## src/rtl/hpdcache_pkg.sv

```systemverilog
// Shared types for the HPDcache refill path: MSHR slot ids, cache set/tag,
// requester ids and the refill controller state encoding.
package hpdcache_pkg;

  localparam int MSHR_SET_W     = 4;
  localparam int MSHR_WAY_W     = 2;
  localparam int HPDCACHE_SET_W = 7;
  localparam int HPDCACHE_TAG_W = 24;
  localparam int HPDCACHE_TID_W = 6;
  localparam int HPDCACHE_SID_W = 3;
  localparam int HPDCACHE_WRD_W = 3;

  typedef logic [MSHR_SET_W-1:0]     mshr_set_t;
  typedef logic [MSHR_WAY_W-1:0]     mshr_way_t;
  typedef logic [HPDCACHE_SET_W-1:0] hpdcache_set_t;
  typedef logic [HPDCACHE_TAG_W-1:0] hpdcache_tag_t;
  typedef logic [HPDCACHE_TID_W-1:0] hpdcache_req_tid_t;
  typedef logic [HPDCACHE_SID_W-1:0] hpdcache_req_sid_t;
  typedef logic [HPDCACHE_WRD_W-1:0] hpdcache_word_t;

  // Packed so that way lands in the MSBs, matching the {way,set} bus layout.
  typedef struct packed {
    mshr_way_t way;
    mshr_set_t set;
  } mshr_id_t;

  typedef struct packed {
    hpdcache_req_tid_t tid;
    hpdcache_req_sid_t sid;
    hpdcache_set_t     set;
    hpdcache_tag_t     tag;
    hpdcache_word_t    word;
    logic              need_rsp;
  } mshr_entry_t;

  typedef enum logic [2:0] {
    IDLE, ACK_REQ, ACK_RD, COLLECT, REFILL, RSP
  } refill_fsm_t;

endpackage

```

## src/rtl/hpdcache_refill_ctrl_if.sv

```systemverilog
// Bundle of the refill controller's memory, MSHR-ack, cache-write and core
// response channels; slave = controller side, master = environment side.
interface hpdcache_refill_ctrl_if
  import hpdcache_pkg::*;
#(
  parameter int MEM_DATA_W = 64,
  parameter int LINE_W     = 512,
  parameter int WORD_W     = 64
) ();

  logic                  mem_rsp_valid_i;
  logic                  mem_rsp_ready_o;
  mshr_id_t              mem_rsp_id_i;
  logic [MEM_DATA_W-1:0] mem_rsp_data_i;
  logic                  mem_rsp_last_i;
  logic                  mem_rsp_error_i;

  logic                  ack_req_o;
  logic                  ack_gnt_i;
  mshr_set_t             ack_set_o;
  mshr_way_t             ack_way_o;
  hpdcache_req_tid_t     ack_req_id_i;
  hpdcache_req_sid_t     ack_src_id_i;
  hpdcache_set_t         ack_cache_set_i;
  hpdcache_tag_t         ack_cache_tag_i;
  hpdcache_word_t        ack_word_i;
  logic                  ack_need_rsp_i;
  logic                  ack_is_prefetch_i;

  logic                  refill_valid_o;
  logic                  refill_ready_i;
  hpdcache_set_t         refill_set_o;
  hpdcache_tag_t         refill_tag_o;
  logic [LINE_W-1:0]     refill_data_o;

  logic                  core_rsp_valid_o;
  logic                  core_rsp_ready_i;
  logic [WORD_W-1:0]     core_rsp_data_o;
  hpdcache_req_tid_t     core_rsp_tid_o;
  hpdcache_req_sid_t     core_rsp_sid_o;
  logic                  core_rsp_error_o;

  logic                  busy_o;

  modport slave (
    input  mem_rsp_valid_i, mem_rsp_id_i, mem_rsp_data_i, mem_rsp_last_i, mem_rsp_error_i,
    output mem_rsp_ready_o,
    output ack_req_o, ack_set_o, ack_way_o,
    input  ack_gnt_i, ack_req_id_i, ack_src_id_i, ack_cache_set_i, ack_cache_tag_i,
    input  ack_word_i, ack_need_rsp_i, ack_is_prefetch_i,
    output refill_valid_o, refill_set_o, refill_tag_o, refill_data_o,
    input  refill_ready_i,
    output core_rsp_valid_o, core_rsp_data_o, core_rsp_tid_o, core_rsp_sid_o, core_rsp_error_o,
    input  core_rsp_ready_i,
    output busy_o
  );

  modport master (
    output mem_rsp_valid_i, mem_rsp_id_i, mem_rsp_data_i, mem_rsp_last_i, mem_rsp_error_i,
    input  mem_rsp_ready_o,
    input  ack_req_o, ack_set_o, ack_way_o,
    output ack_gnt_i, ack_req_id_i, ack_src_id_i, ack_cache_set_i, ack_cache_tag_i,
    output ack_word_i, ack_need_rsp_i, ack_is_prefetch_i,
    input  refill_valid_o, refill_set_o, refill_tag_o, refill_data_o,
    output refill_ready_i,
    input  core_rsp_valid_o, core_rsp_data_o, core_rsp_tid_o, core_rsp_sid_o, core_rsp_error_o,
    output core_rsp_ready_i,
    input  busy_o
  );

endinterface

```

## src/rtl/hpdcache_refill_ctrl.sv

```systemverilog
// Refill controller: releases the MSHR slot, gathers refill beats into a line, installs it
// and answers the core. First beat 3 cycles after valid; every channel is valid/ready-held.
module hpdcache_refill_ctrl
  import hpdcache_pkg::*;
#(
  parameter int MEM_DATA_W = 64,
  parameter int LINE_W     = 512,
  parameter int WORD_W     = 64
) (
  input logic                   clk_i,
  input logic                   rst_ni,
  hpdcache_refill_ctrl_if.slave io
);

  localparam int BEATS = LINE_W / MEM_DATA_W;
  localparam int WORDS = LINE_W / WORD_W;
  localparam int CNT_W = (BEATS > 1) ? $clog2(BEATS) : 1;
  localparam logic [CNT_W-1:0] LAST_BEAT = CNT_W'(BEATS - 1);

  refill_fsm_t                    state_q;
  mshr_id_t                       id_q;
  mshr_entry_t                    entry_q;
  logic [CNT_W-1:0]               beat_cnt_q;
  logic                           err_q;
  logic                           ack_req_q;
  logic                           mem_rdy_q;
  logic                           refill_vld_q;
  logic                           core_vld_q;
  logic [BEATS-1:0][MEM_DATA_W-1:0] line_q;
  logic [WORDS-1:0][WORD_W-1:0]   line_words;

  logic beat_hs;
  logic beat_at_end;
  logic beat_term;
  logic err_d;
  logic unused_prefetch;

  // mem_rdy_q is only ever high in COLLECT, so it doubles as the state qualifier.
  assign beat_hs     = io.mem_rsp_valid_i & mem_rdy_q;
  assign beat_at_end = (beat_cnt_q == LAST_BEAT);
  assign beat_term   = io.mem_rsp_last_i | beat_at_end;
  assign err_d       = err_q | io.mem_rsp_error_i | (io.mem_rsp_last_i != beat_at_end);

  assign unused_prefetch = io.ack_is_prefetch_i;

  always_ff @(posedge clk_i) begin
    if (!rst_ni) begin
      state_q      <= IDLE;
      id_q         <= '0;
      entry_q      <= '0;
      beat_cnt_q   <= '0;
      err_q        <= 1'b0;
      ack_req_q    <= 1'b0;
      mem_rdy_q    <= 1'b0;
      refill_vld_q <= 1'b0;
      core_vld_q   <= 1'b0;
      line_q       <= '0;
    end else begin
      unique case (state_q)
        IDLE: if (io.mem_rsp_valid_i) begin
          id_q       <= io.mem_rsp_id_i;
          beat_cnt_q <= '0;
          err_q      <= 1'b0;
          ack_req_q  <= 1'b1;
          state_q    <= ACK_REQ;
        end
        ACK_REQ: if (io.ack_gnt_i) begin
          ack_req_q <= 1'b0;
          state_q   <= ACK_RD;
        end
        ACK_RD: begin
          entry_q   <= '{tid: io.ack_req_id_i, sid: io.ack_src_id_i,
                         set: io.ack_cache_set_i, tag: io.ack_cache_tag_i,
                         word: io.ack_word_i, need_rsp: io.ack_need_rsp_i};
          mem_rdy_q <= 1'b1;
          state_q   <= COLLECT;
        end
        COLLECT: if (beat_hs) begin
          line_q[beat_cnt_q] <= io.mem_rsp_data_i;
          err_q              <= err_d;
          if (beat_term) begin
            beat_cnt_q <= '0;
            mem_rdy_q  <= 1'b0;
            // A faulty line is never installed; the requester still gets an error reply.
            if (!err_d) begin
              refill_vld_q <= 1'b1;
              state_q      <= REFILL;
            end else if (entry_q.need_rsp) begin
              core_vld_q <= 1'b1;
              state_q    <= RSP;
            end else begin
              state_q <= IDLE;
            end
          end else begin
            beat_cnt_q <= beat_cnt_q + CNT_W'(1);
          end
        end
        REFILL: if (io.refill_ready_i) begin
          refill_vld_q <= 1'b0;
          if (entry_q.need_rsp) begin
            core_vld_q <= 1'b1;
            state_q    <= RSP;
          end else begin
            state_q <= IDLE;
          end
        end
        RSP: if (io.core_rsp_ready_i) begin
          core_vld_q <= 1'b0;
          state_q    <= IDLE;
        end
        default: state_q <= IDLE;
      endcase
    end
  end

  assign line_words = line_q;

  assign io.mem_rsp_ready_o  = mem_rdy_q;
  assign io.ack_req_o        = ack_req_q;
  assign io.ack_set_o        = id_q.set;
  assign io.ack_way_o        = id_q.way;
  assign io.refill_valid_o   = refill_vld_q;
  assign io.refill_set_o     = entry_q.set;
  assign io.refill_tag_o     = entry_q.tag;
  assign io.refill_data_o    = line_q;
  assign io.core_rsp_valid_o = core_vld_q;
  assign io.core_rsp_data_o  = line_words[entry_q.word];
  assign io.core_rsp_tid_o   = entry_q.tid;
  assign io.core_rsp_sid_o   = entry_q.sid;
  assign io.core_rsp_error_o = err_q;
  assign io.busy_o           = (state_q != IDLE);

endmodule

```

## src/flat_wrapper.sv

```systemverilog
// flat-port wrapper written by rule: the top's interface ports become plain ports
module hpdcache_refill_ctrl_flat import hpdcache_pkg::*;
#(
  parameter int MEM_DATA_W = 64,
  parameter int LINE_W     = 512,
  parameter int WORD_W     = 64
)
  (clk_i, rst_ni, io_mem_rsp_valid_i, io_mem_rsp_id_i, io_mem_rsp_data_i, io_mem_rsp_last_i, io_mem_rsp_error_i, io_mem_rsp_ready_o, io_ack_req_o, io_ack_set_o, io_ack_way_o, io_ack_gnt_i, io_ack_req_id_i, io_ack_src_id_i, io_ack_cache_set_i, io_ack_cache_tag_i, io_ack_word_i, io_ack_need_rsp_i, io_ack_is_prefetch_i, io_refill_valid_o, io_refill_set_o, io_refill_tag_o, io_refill_data_o, io_refill_ready_i, io_core_rsp_valid_o, io_core_rsp_data_o, io_core_rsp_tid_o, io_core_rsp_sid_o, io_core_rsp_error_o, io_core_rsp_ready_i, io_busy_o);
  hpdcache_refill_ctrl_if #(.MEM_DATA_W(MEM_DATA_W), .LINE_W(LINE_W), .WORD_W(WORD_W)) io_i ();
  input logic clk_i;
  input logic rst_ni;
  input wire logic [$bits(io_i.mem_rsp_valid_i)-1:0] io_mem_rsp_valid_i;
  input wire logic [$bits(io_i.mem_rsp_id_i)-1:0] io_mem_rsp_id_i;
  input wire logic [$bits(io_i.mem_rsp_data_i)-1:0] io_mem_rsp_data_i;
  input wire logic [$bits(io_i.mem_rsp_last_i)-1:0] io_mem_rsp_last_i;
  input wire logic [$bits(io_i.mem_rsp_error_i)-1:0] io_mem_rsp_error_i;
  output wire logic [$bits(io_i.mem_rsp_ready_o)-1:0] io_mem_rsp_ready_o;
  output wire logic [$bits(io_i.ack_req_o)-1:0] io_ack_req_o;
  output wire logic [$bits(io_i.ack_set_o)-1:0] io_ack_set_o;
  output wire logic [$bits(io_i.ack_way_o)-1:0] io_ack_way_o;
  input wire logic [$bits(io_i.ack_gnt_i)-1:0] io_ack_gnt_i;
  input wire logic [$bits(io_i.ack_req_id_i)-1:0] io_ack_req_id_i;
  input wire logic [$bits(io_i.ack_src_id_i)-1:0] io_ack_src_id_i;
  input wire logic [$bits(io_i.ack_cache_set_i)-1:0] io_ack_cache_set_i;
  input wire logic [$bits(io_i.ack_cache_tag_i)-1:0] io_ack_cache_tag_i;
  input wire logic [$bits(io_i.ack_word_i)-1:0] io_ack_word_i;
  input wire logic [$bits(io_i.ack_need_rsp_i)-1:0] io_ack_need_rsp_i;
  input wire logic [$bits(io_i.ack_is_prefetch_i)-1:0] io_ack_is_prefetch_i;
  output wire logic [$bits(io_i.refill_valid_o)-1:0] io_refill_valid_o;
  output wire logic [$bits(io_i.refill_set_o)-1:0] io_refill_set_o;
  output wire logic [$bits(io_i.refill_tag_o)-1:0] io_refill_tag_o;
  output wire logic [$bits(io_i.refill_data_o)-1:0] io_refill_data_o;
  input wire logic [$bits(io_i.refill_ready_i)-1:0] io_refill_ready_i;
  output wire logic [$bits(io_i.core_rsp_valid_o)-1:0] io_core_rsp_valid_o;
  output wire logic [$bits(io_i.core_rsp_data_o)-1:0] io_core_rsp_data_o;
  output wire logic [$bits(io_i.core_rsp_tid_o)-1:0] io_core_rsp_tid_o;
  output wire logic [$bits(io_i.core_rsp_sid_o)-1:0] io_core_rsp_sid_o;
  output wire logic [$bits(io_i.core_rsp_error_o)-1:0] io_core_rsp_error_o;
  input wire logic [$bits(io_i.core_rsp_ready_i)-1:0] io_core_rsp_ready_i;
  output wire logic [$bits(io_i.busy_o)-1:0] io_busy_o;
  assign io_i.mem_rsp_valid_i = io_mem_rsp_valid_i;
  assign io_i.mem_rsp_id_i = io_mem_rsp_id_i;
  assign io_i.mem_rsp_data_i = io_mem_rsp_data_i;
  assign io_i.mem_rsp_last_i = io_mem_rsp_last_i;
  assign io_i.mem_rsp_error_i = io_mem_rsp_error_i;
  assign io_mem_rsp_ready_o = io_i.mem_rsp_ready_o;
  assign io_ack_req_o = io_i.ack_req_o;
  assign io_ack_set_o = io_i.ack_set_o;
  assign io_ack_way_o = io_i.ack_way_o;
  assign io_i.ack_gnt_i = io_ack_gnt_i;
  assign io_i.ack_req_id_i = io_ack_req_id_i;
  assign io_i.ack_src_id_i = io_ack_src_id_i;
  assign io_i.ack_cache_set_i = io_ack_cache_set_i;
  assign io_i.ack_cache_tag_i = io_ack_cache_tag_i;
  assign io_i.ack_word_i = io_ack_word_i;
  assign io_i.ack_need_rsp_i = io_ack_need_rsp_i;
  assign io_i.ack_is_prefetch_i = io_ack_is_prefetch_i;
  assign io_refill_valid_o = io_i.refill_valid_o;
  assign io_refill_set_o = io_i.refill_set_o;
  assign io_refill_tag_o = io_i.refill_tag_o;
  assign io_refill_data_o = io_i.refill_data_o;
  assign io_i.refill_ready_i = io_refill_ready_i;
  assign io_core_rsp_valid_o = io_i.core_rsp_valid_o;
  assign io_core_rsp_data_o = io_i.core_rsp_data_o;
  assign io_core_rsp_tid_o = io_i.core_rsp_tid_o;
  assign io_core_rsp_sid_o = io_i.core_rsp_sid_o;
  assign io_core_rsp_error_o = io_i.core_rsp_error_o;
  assign io_i.core_rsp_ready_i = io_core_rsp_ready_i;
  assign io_busy_o = io_i.busy_o;
  hpdcache_refill_ctrl #(.MEM_DATA_W(MEM_DATA_W), .LINE_W(LINE_W), .WORD_W(WORD_W)) u_core (.clk_i(clk_i), .rst_ni(rst_ni), .io(io_i));
endmodule
```

## config.mk

```make
export PLATFORM = sky130hd
export DESIGN_NAME = hpdcache_refill_ctrl_flat
export DESIGN_NICKNAME = d
export VERILOG_FILES = /design/src/rtl/hpdcache_pkg.sv /design/src/rtl/hpdcache_refill_ctrl_if.sv /design/src/rtl/hpdcache_refill_ctrl.sv /design/src/flat_wrapper.sv
export SDC_FILE = /design/constraint.sdc
export NUM_CORES = 1
export LEC_CHECK = 0
export CORE_AREA = 2 2 289 291
export CTS_BUF_LIST = sky130_fd_sc_hd__clkbuf_2 sky130_fd_sc_hd__clkbuf_4 sky130_fd_sc_hd__clkbuf_8
export DETAILED_ROUTE_END_ITERATION = 8
export DIE_AREA = 0 0 291 293
export MAX_ROUTING_LAYER = met4
export PLACE_DENSITY = 0.62
export RECOVER_POWER = 25
export SLEW_MARGIN = 0
export SYNTH_ARGS = -nofsm -noshare
export SYNTH_HDL_FRONTEND = slang
export SYNTH_SLANG_ARGS = --single-unit
```

## constraint.sdc

```tcl
create_clock -name clk_i -period 2.5 [get_ports clk_i]
set_clock_uncertainty 0.05 [all_clocks]
set_input_delay 0.5 -clock clk_i [delete_from_list [all_inputs] [get_ports clk_i]]
set_output_delay 0.5 -clock clk_i [all_outputs]
set_load 0.005 [all_outputs]
```

==> flow_summary_export.csv, run 1 <==
group,metric,value,unit
floorplan,die-area,85300,µm²
routing,routed_via_density,5.05,
clock_network,max-clock-path-buffers,3,
synth,synthesis.nets,2473,
grt,grt_util_all_layers,0.215,
setup_path,setup_crit_end_kind,"output pin",
synth,yosys-top-cells-count,"dfxtp_1, nand3_1, o21ai_0, nand2_1, mux4_2",
routing,routed_wirelength,95.4,mm
synth,synth.ff_latch_count,573,
sta,maximum_clock_frequency,311,MHz
clock_network,total_clock_buffers_created_by_cts,100,
pwr,vdd_ir_drop_max,0.479,mV
synth,synth.area.top_cells,"dfxtp_1, mux4_2, nand3_1",
cells_and_area,finalInstanceArea,34800,µm²
sta,final.min_clock_period,3.21,ns
grt,grt_first_pass_wirelength,136,mm
job,drv.max_cap_violation_count,0,
synth,synth_area,23000,µm²
setup_path,r2r_end,"u_core.io.refill_data_o[4]",
grt,grt_max_degree,83,
setup_path,critical_path.max_fanout,5,
place,numPortBuffers,749,
run_status,run_status,"finished, violations left",
synth,yosys_most_used_dff,"dfxtp_1",
floorplan,dieWidth,291,µm
synth,post-synth-top-count-cell,"dfxtp_1",
sta,setup_viol_count_final,90,
synth,synth_top_area_frac,0.499,
sta,grt_setup_unrepaired,"yes",
clock_network,cts_tree,"built",
synth,ys_warn_count,0,
synth,synth_enable_flop_cells,0,
sta,relSlewSlack,0.287,
cells_and_area,drive_above_1_share,0.193,
place,post-place-cells,4030,
pwr,power.density,594,nW/µm²
pwr,static-leakage-power,12.4,nW
run_status,failed_checks,"setup timing",
synth,yosys.area.top_type,"dfxtp_1",
setup_path,worst-r2r-setup-slack,-0.09,ns
setup_path,setup.worst_path.class,"flop to output pin",
setup_path,cp_launch_type,"flop",
routing,drc,0,
synth,synthesized_instance_count,2347,
grt,grt_antenna_before_repair,5,
sta,hold_viol_final,0,
place,routability_congestion_estimate,0.884,
cells_and_area,area_growth,51.5,%
grt,globalRouteOverflowTotal,0,
sta,accumulated_negative_setup_slack,-38.31,ns
cells_and_area,num-fill-cells,7942,
place,placement.cell_area,31900,µm²
clock_network,clk_pin_slew,0.06,ns
clock_network,clock_sinks,573,
routing,route.detailed.wl_per_inst,22.3,µm
routing,drt_first_pass_iters,5,
sta,min_period_over_period,1.29,
floorplan,rows,105,
clock_network,clock_network_latency_to_the_later_pin_of_the_worst_skew_pair,0.69,ns
setup_path,startpoint,"u_core.entry_q[1]",
routing,routed-via-count,21600,
routing,drt_iter0_drc,1423,
cells_and_area,nNetsFinal,3256,
setup_path,worst_r2r_startpoint,"u_core.state_q[2]",
worst_hold_path,min_path_type,"primary input to flop",
synth,share_of_synthesized_flip_flops_with_an_asynchronous_set_or_reset,0,
clock_network,cts_root_buffer_type,"clkbuf_8",
synth,synth.yosys.seq_area_share,0.499,
place,dp_hpwl,67.9,mm
setup_path,reg2regPathDepth,6,
clock_network,ctsHoldBuffers,0,
clock_network,htree_num_levels,3,
synth,synth_cell_types,39,
setup_path,endpoint,"io_core_rsp_data_o[51]",
sta,maxSlewViolCount,0,
cells_and_area,finalNonFillerCells,4275,
setup_path,required_time_at_the_worst_slack_endpoint,1.95,ns
setup_path,worstPathArrival,2.66,ns
floorplan,total_i_o_pin_count,751,
routing,final_antenna_net_count,0,
floorplan,core_area,81800,µm²
sta,max_slew.worst_pin.slew,1.07,ns
grt,number_of_global_route_vias_before_repair,20300,
synth,syn-mean-instance-area,9.79,µm²
floorplan,floorplan.die.height,293,µm
sta,fin_ws,-0.713,ns
floorplan,initial_core_util,0.281,
==> flip-flops by register name, indices dropped and copies added (netlist names), 2 cells and up <==
register	count
u_core.io.refill_data_o	512
u_core.io.core_rsp_tid_o	6
u_core.io.ack_way_o	2
u_core.entry_q	4
u_core.beat_cnt_q	3
u_core.io.core_rsp_sid_o	3
u_core.io.ack_set_o	4
u_core.io.refill_tag_o	24
u_core.io.refill_set_o	7
u_core.state_q	3
==> worst min-delay path by stage <==
| stage | startpoint | depth (start not counted) | slack, ns | end |
|---|---|---|---|---|
| 3_3_place_gp | u_core.io.refill_set_o[3] | 2 | 0.39 | u_core.io.refill_set_o[3] |
| 4_1_cts | rst_ni | 3 | 0.07 | u_core.io.mem_rsp_ready_o |
| 2_1_floorplan | u_core.io.core_rsp_sid_o[0] | 2 | 0.39 | u_core.io.core_rsp_sid_o[0] |
| 6_report | rst_ni | 3 | 0.13 | u_core.io.mem_rsp_ready_o |
| 3_5_place_dp | u_core.io.refill_tag_o[8] | 2 | 0.40 | u_core.io.refill_tag_o[8] |
| 5_1_grt | rst_ni | 3 | 0.10 | u_core.io.mem_rsp_ready_o |
==> routing by layer <==
metal  share of wire  global-route usage
met4           0.028              0.0610
met5               0                   -
met1            0.40               0.254
met2            0.49               0.363
met3           0.079              0.0542
==> final cells by class <==
class / instances / area (µm²) / area share
Clock inverter: 19 / 225 / 0.00647
Tap cell: 1070 / 1340 / 0.0384
Sequential cell: 573 / 11500 / 0.330
Inverter: 5 / 18.8 / 0.000539
Timing Repair Buffer: 953 / 9610 / 0.276
Multi-Input combinational cell: 1497 / 10200 / 0.294
Clock buffer: 153 / 1890 / 0.0542
Antenna cell: 5 / 12.5 / 0.000359
==> per-stage QoR <==
step,utilization,hold WS [ns],total power [mW],setup slack [ns]
3_3_place_gp,0.390,0.390,11.4,-0.134
6_report,0.425,0.131,20.7,-0.713
2_1_floorplan,-,0.387,10.6,0.408
3_5_place_dp,0.390,0.396,11.4,-0.145
5_1_grt,0.425,0.102,21.5,-0.819
4_1_cts,0.418,0.0705,20.6,-0.934
==> kinds of logic after synthesis <==
| kind of cell | Yosys count | share of synthesized area |
|---|---|---|
| and+or+nand+nor | 721 | 0.151 |
| DFF | 573 | 0.499 |
| AOI/OAI and AO/OA | 570 | 0.125 |
| buffers and inverters | 277 | 0.0613 |
| muxes | 203 | 0.162 |
| adders and majority gates | 3 | 0.00163 |
==> worst max-delay path, cell delays in order (launching register included) <==
cell and delay, ns:
dfxtp_4 0.40, buf_12 0.13, clkbuf_16 0.15, buf_12 0.11
buf_8 0.11, mux4_2 0.62, mux2_4 0.31, buf_6 0.12
==> layout by cell type, fill, tap and decap left out, types with 17 or more instances in the layout <==
cell / count
buf_4: 87
mux4_2: 128
nand3_1: 513
clkdlybuf4s50_1: 681
nor2_1: 19
buf_12: 33
dfxtp_1: 570
clkbuf_2: 45
mux2_2: 21
a21oi_1: 45
buf_6: 53
clkbuf_8: 118
o21ai_0: 512
clkbuf_4: 40
mux2_4: 43
buf_8: 17
nand2_1: 157
==> power breakdown <==
group          internal, mW  switching (mW)  leakage [nW]
clock                  5.13            3.98          1.12
combinational          1.15            1.11          6.63
sequential             9.25          0.0828          4.62
==> what timing repair did <==
item,in CTS,in global routing
setup buffers,9,57
endpoints found under the setup margin,67,65
cloned,1,4
gates resized for setup,101,216
(Power assumes the default switching activity.)
==> run 2, diff against run 1 <==
==> constraint.sdc (replaced) <==
create_clock -name clk_i -period 2.5 [get_ports clk_i]
set_clock_uncertainty 0.05 [all_clocks]
set_input_delay 0.5 -clock clk_i [delete_from_list [all_inputs] [get_ports clk_i]]
set_output_delay 0.5 -clock clk_i [all_outputs]
set_load 0.05 [all_outputs]
==> run 2 against run 1 <==
  * The flow still finishes with violations (setup timing)
  * Power is 1.0% higher
  * Die area did not move
  * Setup slack better by 0.16 ns
  * Via count fell by 2.3%
  * Fmax up 5.3%
  * Clock power is 2% higher
  * Sequential share of layout area grew 1.4 points
  * Highest routed layer unchanged
==> flow_summary_export.csv, run 2 (synthesis results as in run 1) <==
group,metric,value,unit
sta,min_period_over_period,1.22,
setup_path,setup.worst_path.class,"flop to output pin",
clock_network,max-clock-path-buffers,3,
cells_and_area,largest_register_ffs,512,
grt,grt_first_pass_wirelength,134,mm
routing,routed-via-count,21100,
pwr,power.density,626,nW/µm²
setup_path,cp_launch_type,"flop",
clock_network,cts_tree,"built",
sta,fin_ws,-0.552,ns
floorplan,initial_core_util,0.281,
pwr,static-leakage-power,13.7,nW
grt,grt_antenna_before_repair,3,
clock_network,clock_network_latency_to_the_later_pin_of_the_worst_skew_pair,0.67,ns
job,drv.max_cap_violation_count,0,
place,dp_hpwl,65.1,mm
cells_and_area,finalInstanceArea,33400,µm²
pwr,design_power_total,20.9,mW
clock_network,htree_num_levels,3,
sta,grt_setup_unrepaired,"yes",
clock_network,clk_pin_slew,0.06,ns
place,placement.cell_area,31500,µm²
cells_and_area,drive_above_1_share,0.177,
sta,maximum_clock_frequency,328,MHz
worst_hold_path,min_path_type,"primary input to flop",
grt,globalRouteOverflowTotal,0,
floorplan,floorplan.die.height,293,µm
run_status,run_status,"finished, violations left",
setup_path,worstPathArrival,2.50,ns
sta,hold_viol_final,0,
routing,final_antenna_net_count,0,
sta,finalHoldWorstSlack,0.214,ns
floorplan,dieWidth,291,µm
clock_network,total_clock_buffers_created_by_cts,99,
clock_network,ctsHoldBuffers,0,
setup_path,required_time_at_the_worst_slack_endpoint,1.95,ns
sta,maxSlewViolCount,0,
floorplan,rows,105,
routing,route.detailed.wl_per_inst,21.9,µm
floorplan,die-area,85300,µm²
sta,setup_viol_count_final,64,
routing,drt_first_pass_iters,5,
clock_network,cts_root_buffer_type,"clkbuf_8",
cells_and_area,num-fill-cells,8218,
grt,grt_max_degree,85,
sta,max_slew.worst_pin.slew,1.03,ns
grt,number_of_global_route_vias_before_repair,20500,
place,routability_congestion_estimate,0.868,
run_status,failed_checks,"setup timing",
clock_network,clock_sinks,573,
cells_and_area,most-common-layout-cells,"dfxtp_1, o21ai_0, nand3_1",
routing,routed_via_density,5.03,
cells_and_area,nNetsFinal,3162,
routing,routed_wirelength,91.7,mm
cells_and_area,layout.cells.most_common,"dfxtp_1",
routing,drt_iter0_drc,1219,
routing,drc,0,
floorplan,total_i_o_pin_count,751,
sta,final.min_clock_period,3.05,ns
place,numPortBuffers,749,
grt,grt_util_all_layers,0.212,
setup_path,critical_path.max_fanout,11,
floorplan,core_area,81800,µm²
setup_path,setup_crit_end_kind,"output pin",
place,post-place-ws,0.0917,ns
cells_and_area,area_growth,45.4,%
pwr,vdd_ir_drop_max,0.565,mV
sta,relSlewSlack,0.314,
-- run 2: cell types whose count changed in the layout (fill, tap and decap cells not counted), moves of 4 or more --
cell / delta
buf_12: -15
diode_2: -4
clkbuf_2: -36
mux2_4: -33
mux2_2: +33
dlymetal6s2s_1: +4
buf_4: -16
clkdlybuf4s50_1: -390
clkbuf_4: +9
clkbuf_8: +6
buf_8: -16
dlygate4sd2_1: +368
-- run 2: path summary, 6_finish.rpt --
path                               from                           end  slack, ns  cells past startpoint
min reg2reg  u_core.io.refill_tag_o[17]    u_core.io.refill_tag_o[17]       0.40                      2
max reg2reg           u_core.state_q[2]  u_core.io.refill_data_o[486]       0.12                      6
max                   u_core.entry_q[1]        io_core_rsp_data_o[14]      -0.55                      5
min                              rst_ni  u_core.io.refill_data_o[226]       0.21                      3
-- run 2: final cells by class --
class / instances / area [µm²] / share of cell area
clock inverter: 20 / 223 / 0.00667
multi-input combinational: 1497 / 10100 / 0.303
inverter: 5 / 18.8 / 0.000562
antenna: 1 / 2.50 / 0.0000749
timing repair buffer: 860 / 8250 / 0.247
clock buffer: 161 / 1980 / 0.0594
tap: 1070 / 1340 / 0.0401
sequential: 573 / 11500 / 0.344
-- run 2: what timing repair did --
item | CTS | global route
buffers inserted | 2 | 1
cloned | 1 | 4
endpoints found under the setup margin | 435 | 76
resized for setup | 423 | 28
-- run 2: metal layers --
layer,vias to the layer above,share of wire,track usage
met3,178,0.085,0.0627
met4,0,0.034,0.0796
li1,9878,-,-
met5,-,0,-
met2,803,0.48,0.345
met1,10200,0.40,0.246
-- run 2: power breakdown --
group / switching (mW) / total [mW] / internal, mW
Sequential: 0.0670 / 9.31 / 9.25
Combinational: 1.41 / 2.31 / 0.899
Clock: 3.94 / 9.29 / 5.35
Total: 5.42 / 20.9 / 15.5
-- run 2: worst max-delay path, cell delays in order, from the launching register on --
cell and delay (ns):
dfxtp_4 0.39, buf_12 0.20, clkbuf_16 0.21, mux4_2 0.54, mux2_2 0.29, buf_6 0.16
-- run 2: per-stage QoR --
step	cells	utilization	setup TNS [ns]
4_1_cts	4181	0.409	-38.27
3_3_place_gp	3997	0.385	0
6_report	4187	0.408	-31.20
2_1_floorplan	2347	-	0
5_1_grt	4187	0.408	-38.71
3_5_place_dp	3997	0.385	0
